`config.mk`:
```
export PLATFORM = sky130hd
export DESIGN_NAME = fetch_queue
export DESIGN_NICKNAME = d
export VERILOG_FILES = /design/src/rtl/types_pkg.sv /design/src/rtl/sync_fifo.sv /design/src/rtl/fetch_queue.sv
export SDC_FILE = /design/constraint.sdc
export NUM_CORES = 1
export LEC_CHECK = 0
export ABC_AREA = 1
export ABC_CLOCK_PERIOD_IN_PS = 11200
export BUFFER_PORTS_ARGS = -buffer_cell sky130_fd_sc_hd__buf_2
export CELL_PAD_IN_SITES_DETAIL_PLACEMENT = 0
export CELL_PAD_IN_SITES_GLOBAL_PLACEMENT = 1
export CORE_AREA = 2 2 211 213
export DETAILED_ROUTE_END_ITERATION = 10
export DIE_AREA = 0 0 213 215
export PLACE_DENSITY_LB_ADDON = 0.2
export SLEW_MARGIN = 20
export SYNTH_ARGS = -nofsm -noshare
export SYNTH_HDL_FRONTEND = slang
export SYNTH_HIERARCHICAL = 1
export SYNTH_SLANG_ARGS = --single-unit
```
`constraint.sdc`:
```
create_clock -name clk -period 11.2 [get_ports clk]
set_input_delay 1.68 -clock clk [delete_from_list [all_inputs] [get_ports clk]]
set_output_delay 1.68 -clock clk [all_outputs]
set_load 0.1 [all_outputs]
```
`src/rtl/types_pkg.sv`:
```
// Shared pipeline types for the front end: the fetch beat layout and the
// default reset PC that fetch_queue starts from.
package types_pkg;

   typedef struct packed {
      logic [31:0] pc;
      logic [31:0] pc_4;
      logic [31:0] instr;
   } fetch_data;

   localparam logic [31:0] FETCH_RESET_PC = 32'h0000_0000;

   // Instruction addresses are word aligned; the low two bits are dropped.
   function automatic logic [31:0] align_pc(input logic [31:0] addr);
      return addr & 32'hFFFF_FFFC;
   endfunction

endpackage

```
`src/rtl/sync_fifo.sv`:
```
// Generic synchronous FIFO with flush and an occupancy count; the head is
// read straight from storage so it never depends on same-cycle inputs.
module sync_fifo #(
   parameter type T     = logic [31:0],
   parameter int  DEPTH = 4
) (
   input  logic                       clk,
   input  logic                       reset,
   input  logic                       push,
   input  T                           push_data,
   input  logic                       pop,
   input  logic                       flush,
   output T                           head,
   output logic [$clog2(DEPTH+1)-1:0] count
);

   localparam int AW = $clog2(DEPTH);
   localparam int CW = $clog2(DEPTH+1);

   T                mem [DEPTH];
   logic [AW-1:0]   rd_ptr;
   logic [AW-1:0]   wr_ptr;
   logic            do_push;
   logic            do_pop;

   // A full FIFO still accepts a write when the head leaves in the same cycle.
   always_comb begin
      do_pop  = pop && (count != '0);
      do_push = push && ((count != CW'(DEPTH)) || do_pop);
   end

   always_ff @(posedge clk) begin
      if (reset) begin
         for (int i = 0; i < DEPTH; i++) begin
            mem[i] <= '0;
         end
      end else if (do_push && !flush) begin
         mem[wr_ptr] <= push_data;
      end
   end

   always_ff @(posedge clk) begin
      if (reset || flush) begin
         rd_ptr <= '0;
         wr_ptr <= '0;
         count  <= '0;
      end else begin
         if (do_push) begin
            wr_ptr <= wr_ptr + AW'(1);
         end
         if (do_pop) begin
            rd_ptr <= rd_ptr + AW'(1);
         end
         case ({do_push, do_pop})
            2'b10:   count <= count + CW'(1);
            2'b01:   count <= count - CW'(1);
            default: count <= count;
         endcase
      end
   end

   assign head = mem[rd_ptr];

endmodule

```
`src/rtl/fetch_queue.sv`:
```
// Instruction-fetch front end: PC register, instruction memory request and an
// elastic queue of fetched beats, with redirect that flushes the queue.
module fetch_queue
   import types_pkg::*;
#(
   parameter int          DEPTH    = 4,
   parameter logic [31:0] RESET_PC = FETCH_RESET_PC
) (
   input  logic                       clk,
   input  logic                       reset,
   output logic [31:0]                imem_addr,
   input  logic [31:0]                imem_rdata,
   input  logic                       redirect_valid,
   input  logic [31:0]                redirect_pc,
   output logic                       valid_out,
   output fetch_data                  data_out,
   input  logic                       ready_out,
   output logic [$clog2(DEPTH+1)-1:0] occupancy
);

   localparam int CW = $clog2(DEPTH+1);

   logic [31:0] pc;
   logic [31:0] pc_next;
   logic        pop;
   logic        push;
   fetch_data   push_data;

   // Redirect wins over fetching; otherwise fetch whenever a slot is free or
   // is being freed by the downstream handshake this cycle.
   always_comb begin
      pop     = valid_out && ready_out;
      push    = !redirect_valid && ((occupancy != CW'(DEPTH)) || pop);
      pc_next = pc;
      if (redirect_valid) begin
         pc_next = align_pc(redirect_pc);
      end else if (push) begin
         pc_next = pc + 32'd4;
      end
   end

   always_ff @(posedge clk) begin
      if (reset) begin
         pc <= RESET_PC;
      end else begin
         pc <= pc_next;
      end
   end

   always_comb begin
      push_data.pc    = pc;
      push_data.pc_4  = pc + 32'd4;
      push_data.instr = imem_rdata;
   end

   sync_fifo #(
      .T     (fetch_data),
      .DEPTH (DEPTH)
   ) u_queue (
      .clk       (clk),
      .reset     (reset),
      .push      (push),
      .push_data (push_data),
      .pop       (pop),
      .flush     (redirect_valid),
      .head      (data_out),
      .count     (occupancy)
   );

   assign imem_addr = pc;
   assign valid_out = (occupancy != '0);

endmodule

```
==> results.txt, run 1 <==
- Maximum frequency from static timing analysis: 180 MHz
- Root Driver: sky130_fd_sc_hd__clkbuf_16
* Mean number of vias per cell: 5.14
- Once detail routing completed, the nets flagged for antenna violations numbered 0.
- Buffers added to address setup during post-CTS repair amount to 0.
- The number of hold-slack violations in the final timing report is 0.
- Via count of the first global-routing pass: 13400
- After synthesis, the netlist uses 33 different library cells.
- At the pin with the least slew margin, the transition time is 1.04 ns.
* Max_cap viols: 0
* Detailed Route WL: 53000 um
* Quantity of I/O buffers inserted on ports: 195
- Max Buffers Root-to-Sink: 3
* Min-delay src: u_queue/rd_ptr[1]$_SDFFE_PP0N_
- The worst register-to-register path begins at u_queue/count[0]$_SDFFE_PP0P_.
* Number of DRC markers after the initial detailed-route iteration: 1111
- The design draws 0.00372 W.
* Cell with the most instances after synthesis: sky130_fd_sc_hd__nor2_1
* Number of gates resized after cts: 0
* Count of unresolved DRC violations after routing: 0
- Total Die Area: 45800 sq um
- Number of cells in the design after placement: 2667
* Clk sinks: 423
- Starting density of the core: 44.3%
* Post-layout utilization of the core: 50.5%
* Number of iterations in the first detailed-routing pass: 5
- The clock reaches the later pin of the worst-skew pair after 0.58 ns.
- Counting flops and latches in the post-synthesis netlist gives 423.
- Overflow left after global routing: 0
- TritonCTS built the clock tree.
- Final GP Congestion: 0.855
* Inserted Clock Buffers: 46
- The synthesized design spends more area on one cell type than any other, namely sky130_fd_sc_hd__edfxtp_1.
* Power density over the cells: 169 nW/um^2
- RSZ-0062 raised after global routing: false
- STA puts the critical path data arrival time at 5.74 ns.
- Share of the clock period used by the worst path after layout: 49.6%
- Cell area after synthesis: 19300 sq um
- Synth Flop Type: sky130_fd_sc_hd__edfxtp_1
- Summing the sequential cell areas from Yosys gives 63.7% of the chip area.
- CP required: 11.39 ns
* Type of the tightest min-delay check: reg2reg
* Share of final-layout standard cells stronger than drive strength 1: 14.8%
* Average routed wire per standard cell: 19.2 um
- Entering global routing, the biggest net connects 120 pins.
* Yosys synthesis warning count: 6
- Across every metal layer, demand over resource in global routing totals 22.9%.
- H-tree depth: 2
- Final clock skew: 0.0188 ns
- The die is 213 um wide.
* Num rows: 77
- For this run, the number of standard cells in the final layout without fillers is 2755.
* Min cycle time layout: 5.56 ns
* Max Transition Viols Final: 0
- Commonest cells in the synthesized netlist: sky130_fd_sc_hd__nor2_1, sky130_fd_sc_hd__edfxtp_1, sky130_fd_sc_hd__inv_1
* Startpoint type of the worst setup path: input port
- A synthesized cell averages 9.66 sq um.
- Count of flip-flops with a built-in enable after synthesis: 384
- Count of vias placed by the detailed router: 14200
- Global-route wire length before repair: 78700 um
* Post-detail-place hpwl: 30200 um
- Along the worst path, the maximum fanout reaches 61.
- Worst rel slew slack: 30.8%
- Outcome: complete, no violations
- Most area-consuming cells after synthesis: sky130_fd_sc_hd__edfxtp_1, sky130_fd_sc_hd__nor2_1, sky130_fd_sc_hd__o21ai_0, sky130_fd_sc_hd__inv_1, sky130_fd_sc_hd__nand2_1
* Critical Path Start: redirect_valid
- Final setup TNS: 0 ns
* Height of the die: 215 um
- Final #Nets: 2194
- Of the post-synthesis cell area, the dominant cell type holds 59.6%.
- Synthesized netlist cell count: 2001
- The core region is 43600 sq um.
- VDD sags by at most 120 uV.
* Worst-path clk slew: 0.06 ns
- In the synthesized netlist the async set-or-reset flop fraction comes to 0%.
- Type of destination of the critical path: flip-flop
* P_leak: 9.30 nW
* Number of antenna violations at the first check in global routing: 1
* Area overhead of the layout relative to synthesis: 14.1%
* Crit path kind: in2reg
- Hold buffer count at CTS: 0
- Count of pins on the block boundary: 200
- Final-report setup violation count: 0
[path summary, 6_finish.rpt]
path,to,slack (ns),cells past startpoint
worst min-delay path,flip-flop,0.45,2
worst max register to register,u_queue/mem[0][56]$_SDFFCE_PN0P_,6.66,9
worst min register to register,flip-flop,0.45,2
worst max-delay path,u_queue/mem[0][56]$_SDFFCE_PN0P_,5.64,9
[state kept, by name (all words and copies together), names as in the netlist, named ones only]
register        count
u_queue/count       3
imem_addr          30
u_queue/rd_ptr      2
u_queue/wr_ptr      2
u_queue/mem       384
[through the flow]
| stage | setup slack [ns] | cell area [sq um] | hold slack (ns) |
|---|---|---|---|
| 6_report | 5.64 | 22100 | 0.455 |
| 5_1_grt | 5.34 | 22100 | 0.509 |
| 4_1_cts | 5.57 | 22000 | 0.459 |
| 3_5_place_dp | 4.97 | 20600 | 0.446 |
| 3_3_place_gp | 4.95 | 20600 | 0.440 |
| 2_1_floorplan | 5.67 | 19400 | 0.436 |
[power by group]
| part | total (W) | internal [W] | switching [W] |
|---|---|---|---|
| combinational | 0.000423 | 0.0000615 | 0.000361 |
| sequential | 0.00182 | 0.00179 | 0.0000322 |
| clock | 0.00148 | 0.000862 | 0.000614 |
[kinds of logic after synthesis]
logic type / Yosys count / synth area share [%]
buffers and inverters: 397 / 8.46
other: 1 / 0.0194
AO/OA/AOI/OAI: 355 / 10.1
AND/OR/NAND/NOR: 808 / 16.7
XOR/XNOR: 15 / 0.951
adder cells (fa/ha/maj): 2 / 0.168
flip-flops: 423 / 63.7
[layout by cell type, fill, tap and decap left out, types with 2 or more instances in the layout]
master / instances
sky130_fd_sc_hd__nor2_1: 522
sky130_fd_sc_hd__edfxtp_1: 384
sky130_fd_sc_hd__inv_1: 248
sky130_fd_sc_hd__nand2_1: 234
sky130_fd_sc_hd__o21ai_0: 213
sky130_fd_sc_hd__buf_2: 195
sky130_fd_sc_hd__o22ai_1: 96
sky130_fd_sc_hd__clkbuf_16: 47
sky130_fd_sc_hd__dfxtp_1: 37
sky130_fd_sc_hd__a21oi_1: 26
sky130_fd_sc_hd__nand3_1: 20
sky130_fd_sc_hd__buf_4: 15
sky130_fd_sc_hd__clkbuf_1: 11
sky130_fd_sc_hd__conb_1: 10
sky130_fd_sc_hd__a31oi_1: 9
sky130_fd_sc_hd__clkinv_1: 8
sky130_fd_sc_hd__clkinv_2: 8
sky130_fd_sc_hd__nand2_2: 7
sky130_fd_sc_hd__nor2_4: 7
sky130_fd_sc_hd__xor2_2: 7
sky130_fd_sc_hd__a22o_1: 7
sky130_fd_sc_hd__clkbuf_8: 7
sky130_fd_sc_hd__nand2_4: 5
sky130_fd_sc_hd__nor2_2: 4
sky130_fd_sc_hd__xor2_1: 4
sky130_fd_sc_hd__xnor2_1: 4
sky130_fd_sc_hd__and2_1: 3
sky130_fd_sc_hd__inv_6: 3
sky130_fd_sc_hd__diode_2: 2
sky130_fd_sc_hd__nor2_8: 2
sky130_fd_sc_hd__a21oi_2: 2
sky130_fd_sc_hd__bufinv_16: 2
sky130_fd_sc_hd__nand3_4: 2
sky130_fd_sc_hd__dfxtp_4: 2
[cell type report]
| type | count | area, sq um |
|---|---|---|
| Clock buffer | 65 | 1310 |
| Fill cell | 4101 | 21600 |
| Tap cell | 592 | 741 |
| Multi-Input combinational cell | 1190 | 5460 |
| Sequential cell | 423 | 12300 |
| Timing Repair Buffer | 211 | 1120 |
| Antenna cell | 2 | 5.00 |
| Clock inverter | 20 | 150 |
| Inverter | 252 | 955 |
[worst max-delay path: stages]
cell and delay [ns]:
sky130_fd_sc_hd__buf_2 0.33, sky130_fd_sc_hd__a21oi_2 0.21, sky130_fd_sc_hd__buf_4 0.39, sky130_fd_sc_hd__nand2_1 0.22
sky130_fd_sc_hd__nor3_4 0.16, sky130_fd_sc_hd__buf_4 0.45, sky130_fd_sc_hd__nand3_4 0.60, sky130_fd_sc_hd__nand2_4 0.73
sky130_fd_sc_hd__buf_4 0.91
[per-layer routing]
layer	GRT usage [%]	vias to the layer above	part of all wire, %
met2	38.5	437	49
met1	30.8	6856	43
li1	-	6808	-
met4	6.99	0	2.5
met3	3.04	69	5.9
met5	0	-	0
No activity file was read; power rests on OpenSTA's default activity.
==> run 2, diff against run 1 <==
--- a/config.mk
+++ b/config.mk
@@ -6,7 +6,7 @@
 export NUM_CORES = 1
 export LEC_CHECK = 0
 export ABC_AREA = 1
-export ABC_CLOCK_PERIOD_IN_PS = 11200
+export ABC_CLOCK_PERIOD_IN_PS = 5600
 export BUFFER_PORTS_ARGS = -buffer_cell sky130_fd_sc_hd__buf_2
 export CELL_PAD_IN_SITES_DETAIL_PLACEMENT = 0
 export CELL_PAD_IN_SITES_GLOBAL_PLACEMENT = 1
==> constraint.sdc (replaced) <==
create_clock -name clk -period 5.6 [get_ports clk]
set_input_delay 0.84 -clock clk [delete_from_list [all_inputs] [get_ports clk]]
set_output_delay 0.84 -clock clk [all_outputs]
set_load 0.1 [all_outputs]
==> results.txt, run 2 (synthesized netlist as in run 1, its figures left out) <==
- The slack of the worst reg-to-reg path was 2.10 ns (-4.56 ns).
* Data arrival time of the critical path: 3.16 ns (-2.58 ns)
- Filler cell count: 4083 (-0.44%)
- The leakage power of the design is 9.34 nW (+0.36%).
* Height of the die: 215 um (unchanged)
- H-tree depth: 2 (unchanged)
- RSZ-0062 raised after global routing: false
- The post-detailed-placement half-perimeter wirelength is 30400 um (+0.62%).
* Most common cell after layout, fill and taps aside: sky130_fd_sc_hd__nor2_1
- The sequential share of power is 48.9% (about the same).
* Max Transition Viols Final: 0 (unchanged)
* Type of destination of the critical path: primary output
- Detailed Route WL: 53100 um (about the same)
* Crit path kind: reg2out
- Worst VDD drop: 198 uV (+65%)
- Based on the critical path, the design can be clocked at up to 250 MHz.
* Cell count of the worst hold path: 2 (unchanged)
- The worst setup path is launched from a flip-flop.
- FF-to-FF Start: u_queue/count[2]$_SDFFE_PP0P_
* Root Driver: sky130_fd_sc_hd__clkbuf_16
- The number of remaining DRC errors came to 0 (unchanged).
- The final weighted congestion in routability-driven placement came to 0.843 (-1.4%).
* Mean number of vias per cell: 5.11 (-0.72%)
- Critical path's largest stage delay: 0.60 ns (-0.31 ns)
- The data required time at the worst endpoint is 4.76 ns (-6.63 ns).
* Count of vias placed by the detailed router: 14100 (-0.54%)
- In this run the worst hold path is classified as reg2reg.
- Grouping stages by cell kind, the critical path spends the most delay in buffers and inverters.
* Final #Nets: 2200 (+0.27%)
* Number of gates resized after cts: 0 (unchanged)
- Max_cap viols: 0 (unchanged)
* Final setup TNS: 0 ns (unchanged)
- Pin count of the biggest net entering global routing: 95 (-21%)
- Fraction of power consumed by the clock network: 39.7% (about the same)
* TritonCTS clock tree: built
- For this design, the slowest cell found on the critical path is sky130_fd_sc_hd__dfxtp_4.
- The final-layout worst hold slack was 0.463 ns (+0.00839 ns).
* Final clock skew: 0.0172 ns (-0.00159 ns)
* Num rows: 77 (unchanged)
* Combinational power share: 11.4% (about the same)
- Max Buffers Root-to-Sink: 3 (unchanged)
* Commonest cells after routing, fill and taps aside: sky130_fd_sc_hd__nor2_1, sky130_fd_sc_hd__edfxtp_1, sky130_fd_sc_hd__inv_1
* Global router's overall resource usage: 23.3% (+0.39 points)
- Highest net fanout along the worst path: 94 (+54%)
* Power density over the cells: 337 nW/um^2 (+100%)
- Number of hold violations in the final report: 0 (unchanged)
- Fraction of power spent switching nets: 27.0% (-0.043 points)
- Outcome: complete, no violations
- CP cell instances: inv_6 > buf_12 > o21ai_0 > o22ai_1 > buf_2
- Quantity of I/O buffers inserted on ports: 195 (unchanged)
* Antenna-violating nets left: 0 (unchanged)
- Number of antenna violations at the first check in global routing: 0 (-1)
- Min-delay src: u_queue/rd_ptr[1]$_SDFFE_PP0N_
- The routed length per instance was 19.2 um (-0.12%).
* Area overhead of the layout relative to synthesis: 14.4%
- The TritonCTS buffer count is 47 (+2.2%).
- The length of the first detailed-routing pass in iterations came to 7 (+2).
- The effective utilization at floorplan came to 44.3% (unchanged).
* Final-report setup violation count: 0 (unchanged)
- Number of DRC markers after the initial detailed-route iteration: 1093 (-1.6%)
* Worst Reg2Reg Path Length in Cells: 9 (unchanged)
* Number of flip-flops under the largest register name: 384 (unchanged)
- The slew at the pin closest to its max-slew limit was 1.00 ns (-0.0328 ns).
- The number of buffers inserted by post-CTS setup repair is 0 (unchanged).
- The routed design could run at a clock period as short as 4.00 ns.
- The post-cts hold buffer count was 0 (unchanged).
* Latest clock arrival within the worst-skew pair: 0.58 ns (about the same)
- The number of top-level design ports came to 200 (unchanged).
- The number of buffers and inverters on the critical path was 3 (-1).
- The clock slew seen by the registers of the worst setup and hold paths was 0.06 ns (about the same).
- Worst rel slew slack: 33.0% (+2.2 points)
- The share of cells above drive strength 1 came to 14.8% (-0.041 points).
- The core region area came to 43600 sq um (unchanged).
- P_int: 0.00544 W (+100%)
* Global-route wire length before repair: 79900 um (+1.6%)
- Via count of the first global-routing pass: 13800 (+3.0%)
- The total net switching power was 0.00201 W (+100%).
* Share of the clock period used by the worst path after layout: 71.4%
- The residual overflow from global routing is 0 (unchanged).
- u_queue/mem holds more flip-flops than any other register.
* Horizontal die dimension: 213 um (unchanged)
- The die outline area is 45800 sq um (unchanged).
* Clk sinks: 423 (unchanged)
* Reg-to-Reg End: u_queue/mem[1][88]$_SDFFCE_PN0P_
[run 2: cell count changes in the layout (fill, tap and decap cells not counted)]
cell | previous run | this run
sky130_fd_sc_hd__buf_16 | 1 | 0
sky130_fd_sc_hd__diode_2 | 2 | 1
sky130_fd_sc_hd__clkbuf_8 | 7 | 0
sky130_fd_sc_hd__bufinv_16 | 2 | 3
sky130_fd_sc_hd__clkbuf_16 | 47 | 49
sky130_fd_sc_hd__inv_2 | 1 | 0
sky130_fd_sc_hd__clkinv_2 | 8 | 10
sky130_fd_sc_hd__buf_4 | 15 | 17
sky130_fd_sc_hd__clkinv_1 | 8 | 13
sky130_fd_sc_hd__inv_6 | 3 | 2
sky130_fd_sc_hd__buf_12 | 0 | 4
sky130_fd_sc_hd__clkbuf_1 | 11 | 12
sky130_fd_sc_hd__clkinvlp_4 | 1 | 0
[run 2: power groups by stage]
stage	combinational (W)	clock [W]	sequential, W
global placement	0.000852	0	0.00371
finish	0.000849	0.00296	0.00364
floorplan	0.000660	0	0.00370
global route	0.000894	0.00315	0.00366
detailed placement	0.000855	0	0.00371
CTS	0.000856	0.00303	0.00365
[run 2: per-stage QoR]
| stage | utilization (%) | cells | worst slack (ns) | cell area, sq um | total power (W) |
|---|---|---|---|---|---|
| 3_5_place_dp | 47.3 | 2673 | 1.53 | 20700 | 0.00457 |
| 4_1_cts | 50.7 | 2759 | 1.53 | 22100 | 0.00753 |
| 2_1_floorplan | - | 2010 | 0.614 | 19400 | 0.00436 |
| 6_report | 50.7 | 2760 | 1.60 | 22100 | 0.00745 |
| 5_1_grt | 50.7 | 2759 | 1.43 | 22100 | 0.00770 |
| 3_3_place_gp | 47.3 | 2673 | 1.51 | 20700 | 0.00456 |
[run 2: layer usage]
layer / part of all wire (%) / GRT usage (%) / up-vias / wire length, um
li1: - / - / 6814 / -
met1: 42 / 30.1 / 6814 / 22200
met2: 50 / 39.9 / 399 / 26400
met3: 5.9 / 4.08 / 67 / 3110
met4: 2.5 / 6.97 / 0 / 1330
met5: 0 / 0 / - / 0
[run 2: tightest hold or removal path: cells and delay by family, from the launching register on]
| family | cells | cell delay, ns |
|---|---|---|
| flops | 1 | 0.30 |
| buf+inv | 1 | 0.06 |
| compound gates | 1 | 0.07 |
[run 2: cell type report]
type	count	area, sq um	area share (%)
repair buffers	216	1180	5.35
clock inverters	25	188	0.848
flip-flops and latches	423	12300	55.7
inverters	252	956	4.32
well taps	592	741	3.35
clock buffers	61	1270	5.75
diodes	1	2.50	0.0113
multi-input cells	1190	5460	24.7
[run 2: worst max-delay path by stage]
| stage | cells past startpoint | to |
|---|---|---|
| floorplan | 9 | u_queue/mem[1][0]$_SDFFCE_PN0P_ |
| CTS | 5 | data_out[78] |
| global placement | 7 | u_queue/mem[1][64]$_SDFFCE_PN0P_ |
| finish | 5 | data_out[78] |
| global route | 5 | data_out[59] |
| detailed placement | 7 | u_queue/mem[1][64]$_SDFFCE_PN0P_ |
==> run 3, diff against run 2 <==
--- a/config.mk
+++ b/config.mk
@@ -6,7 +6,7 @@
 export NUM_CORES = 1
 export LEC_CHECK = 0
 export ABC_AREA = 1
-export ABC_CLOCK_PERIOD_IN_PS = 5600
+export ABC_CLOCK_PERIOD_IN_PS = 3800
 export BUFFER_PORTS_ARGS = -buffer_cell sky130_fd_sc_hd__buf_2
 export CELL_PAD_IN_SITES_DETAIL_PLACEMENT = 0
 export CELL_PAD_IN_SITES_GLOBAL_PLACEMENT = 1
==> constraint.sdc (replaced) <==
create_clock -name clk -period 3.8 [get_ports clk]
set_input_delay 0.57 -clock clk [delete_from_list [all_inputs] [get_ports clk]]
set_output_delay 0.57 -clock clk [all_outputs]
set_load 0.1 [all_outputs]
==> results.txt, run 3 (synthesized netlist as in run 1, its figures left out) <==
* Average routed wire per standard cell: 19.4 um (+1.0%)
- Number of hold violations in the final report: 0 (unchanged)
- The worst hold path belongs to the class in2reg.
- The via count is 14200 (+0.82%).
- Power density over the cells: 499 nW/um^2 (+48%)
- The post-placement worst setup slack is 0.707 ns (-0.826 ns).
- STA classifies the critical path startpoint as a flip-flop.
- Root Driver: sky130_fd_sc_hd__clkbuf_16
- The post-detailed-placement half-perimeter wirelength is 31600 um (+4.1%).
- The run finished with clean final reports.
- Area overhead of the layout relative to synthesis: 15.8%
* Min-delay src: redirect_pc[4]
- The wire length of the first global-routing pass came to 81000 um (+1.3%).
- The endpoint identified for the worst register-to-register timing path is u_queue/mem[0][27]$_SDFFCE_PN0P_.
- RSZ-0062 raised after global routing: false
* Height of the die: 215 um (unchanged)
- Number of gates resized after cts: 0 (unchanged)
* Worst rel slew slack: 36.3% (+3.3 points)
- H-tree depth: 2 (unchanged)
* CP required: 3.23 ns (-1.53 ns)
- The cell depth of the worst flop-to-flop path is 10 (+1).
- Final clock skew: 0.0267 ns (+0.00954 ns)
* Final GP Congestion: 0.878 (+4.1%)
* Overflow left after global routing: 0 (unchanged)
- The worst path setup slack after routing came to 0.347 ns (-1.25 ns).
* Worst-path clk slew: 0.06 ns (about the same)
- Register-to-register setup slack: 0.81 ns (-1.29 ns)
* Pin count of the biggest net entering global routing: 72 (-24%)
* Max_cap viols: 0 (unchanged)
* Horizontal die dimension: 213 um (unchanged)
* Hold buffer count at CTS: 0 (unchanged)
- Total Die Area: 45800 sq um (unchanged)
- On the critical path, the stage with the largest delay is an instance of sky130_fd_sc_hd__dfxtp_4.
- In the layout the commonest cells are sky130_fd_sc_hd__nor2_1, sky130_fd_sc_hd__edfxtp_1, sky130_fd_sc_hd__inv_1.
- Filler cell count: 4029 (-1.3%)
- STA classifies the critical path endpoint as a primary output.
- The routed design could run at a clock period as short as 3.45 ns.
- FF-to-FF Start: u_queue/count[1]$_SDFFE_PP0P_
- Critical path's largest stage delay: 0.55 ns (-0.05 ns)
- The total placed cells including tap cells came to 2685 (+0.45%).
* Worst VDD drop: 252 uV (+28%)
- Crit path kind: reg2out
- Fin cells: 2774 (+0.51%)
* P_leak: 9.47 nW (+1.4%)
* Final-report setup violation count: 0 (unchanged)
- Ranked by flip-flop count, first place goes to u_queue/mem.
- Data arrival time of the critical path: 2.88 ns (-0.28 ns)
- Number of flip-flops under the largest register name: 384 (unchanged)
- The total length of routed wires is 53900 um (+1.5%).
* Final #Nets: 2212 (+0.55%)
- Most common cell after layout, fill and taps aside: sky130_fd_sc_hd__nor2_1
- Final setup TNS: 0 ns (unchanged)
- Mean number of vias per cell: 5.12 (+0.31%)
- The post-detailed-route count of antenna-violating nets came to 0 (unchanged).
* Number of iterations in the first detailed-routing pass: 5 (-2)
- The count of input and output buffers is 195 (unchanged).
- The number of global-route vias before repair is 13800 (+0.051%).
* Share of final-layout standard cells stronger than drive strength 1: 15.6% (+0.78 points)
- Count of unresolved DRC violations after routing: 0 (unchanged)
- The total global-route track usage is 23.6% (+0.32 points).
- The number of buffers inserted by post-CTS setup repair is 0 (unchanged).
* Number of DRC markers after the initial detailed-route iteration: 966 (-12%)
- The number of buffers between clock root and the deepest sink came to 3 (unchanged).
- Num rows: 77 (unchanged)
* Latest clock arrival within the worst-skew pair: 0.59 ns (about the same)
* CP cell instances: inv_6 > buf_12 > o21ai_0 > o22ai_1 > buf_2
- Timing would allow up to 290 MHz.
- Share of the clock period used by the worst path after layout: 90.9%
* Clk sinks: 423 (unchanged)
* Count of pins on the block boundary: 200 (unchanged)
- Cell count of the worst hold path: 3 (+1)
- TritonCTS built the clock tree.
- The initial antenna violation count is 2 (+2).
- Core region area: 43600 sq um (unchanged)
* Highest net fanout along the worst path: 68 (-28%)
- Max Transition Viols Final: 0 (unchanged)
- Final worst hold slack: 0.266 ns (-0.197 ns)
- WHS Endpoint: imem_addr[4]$_SDFFE_PP0P_
- The slew at the pin closest to its max-slew limit is 0.955 ns (-0.0496 ns).
- The TritonCTS buffer count came to 47 (unchanged).
* Starting density of the core: 44.3% (unchanged)
[run 3: worst max-delay path: cells and delay by family (launching register included)]
family / cells / cell delay, ns
compound gates: 2 / 0.41
buf+inv: 3 / 1.31
flops: 1 / 0.55
[run 3: worst max-delay path by stage]
stage	end	start	slack, ns	cells past startpoint
after CTS	data_out[85]	flip-flop	0.30	5
final	data_out[85]	flip-flop	0.35	5
after global routing	data_out[81]	flip-flop	0.17	5
after floorplan	u_queue/mem[3][0]$_DFFE_PP_	u_queue/count[1]$_SDFFE_PP0P_	0.26	8
after global placement	u_queue/mem[0][34]$_SDFFCE_PN0P_	ready_out	0.79	10
after detailed placement	u_queue/mem[0][28]$_SDFFCE_PN0P_	ready_out	0.71	10
[run 3: metrics by stage]
stage | instance area (sq um) | total power [W] | util, %
floorplan | 19400 | 0.00642 | -
global placement | 20800 | 0.00673 | 47.8
detailed placement | 20800 | 0.00674 | 47.8
CTS | 22400 | 0.0113 | 51.3
global route | 22400 | 0.0115 | 51.3
finish | 22400 | 0.0112 | 51.3
[run 3: final cells by class]
type / instances / area [sq um] / share of cell area [%]
clock inverters: 16 / 161 / 0.721
repair buffers: 228 / 1360 / 6.08
well taps: 592 / 741 / 3.31
clock buffers: 71 / 1390 / 6.20
diodes: 2 / 5.00 / 0.0223
inverters: 252 / 957 / 4.27
multi-input cells: 1190 / 5460 / 24.4
flip-flops and latches: 423 / 12300 / 55.0
[run 3: report_power, final]
part | leakage [nW] | internal, W | switching [W] | total (W)
Sequential | 4.30 | 0.00527 | 0.0000957 | 0.00537
Clock | 0.759 | 0.00272 | 0.00182 | 0.00453
Combinational | 4.41 | 0.000199 | 0.00107 | 0.00127
[run 3: metal layers]
metal,routed length (um),vias to the layer above,global-route usage [%]
met5,13,-,0
met4,1200,2,7.16
met3,3310,70,3.96
met2,26200,408,39.6
met1,23100,6887,31.4
li1,-,6843,-
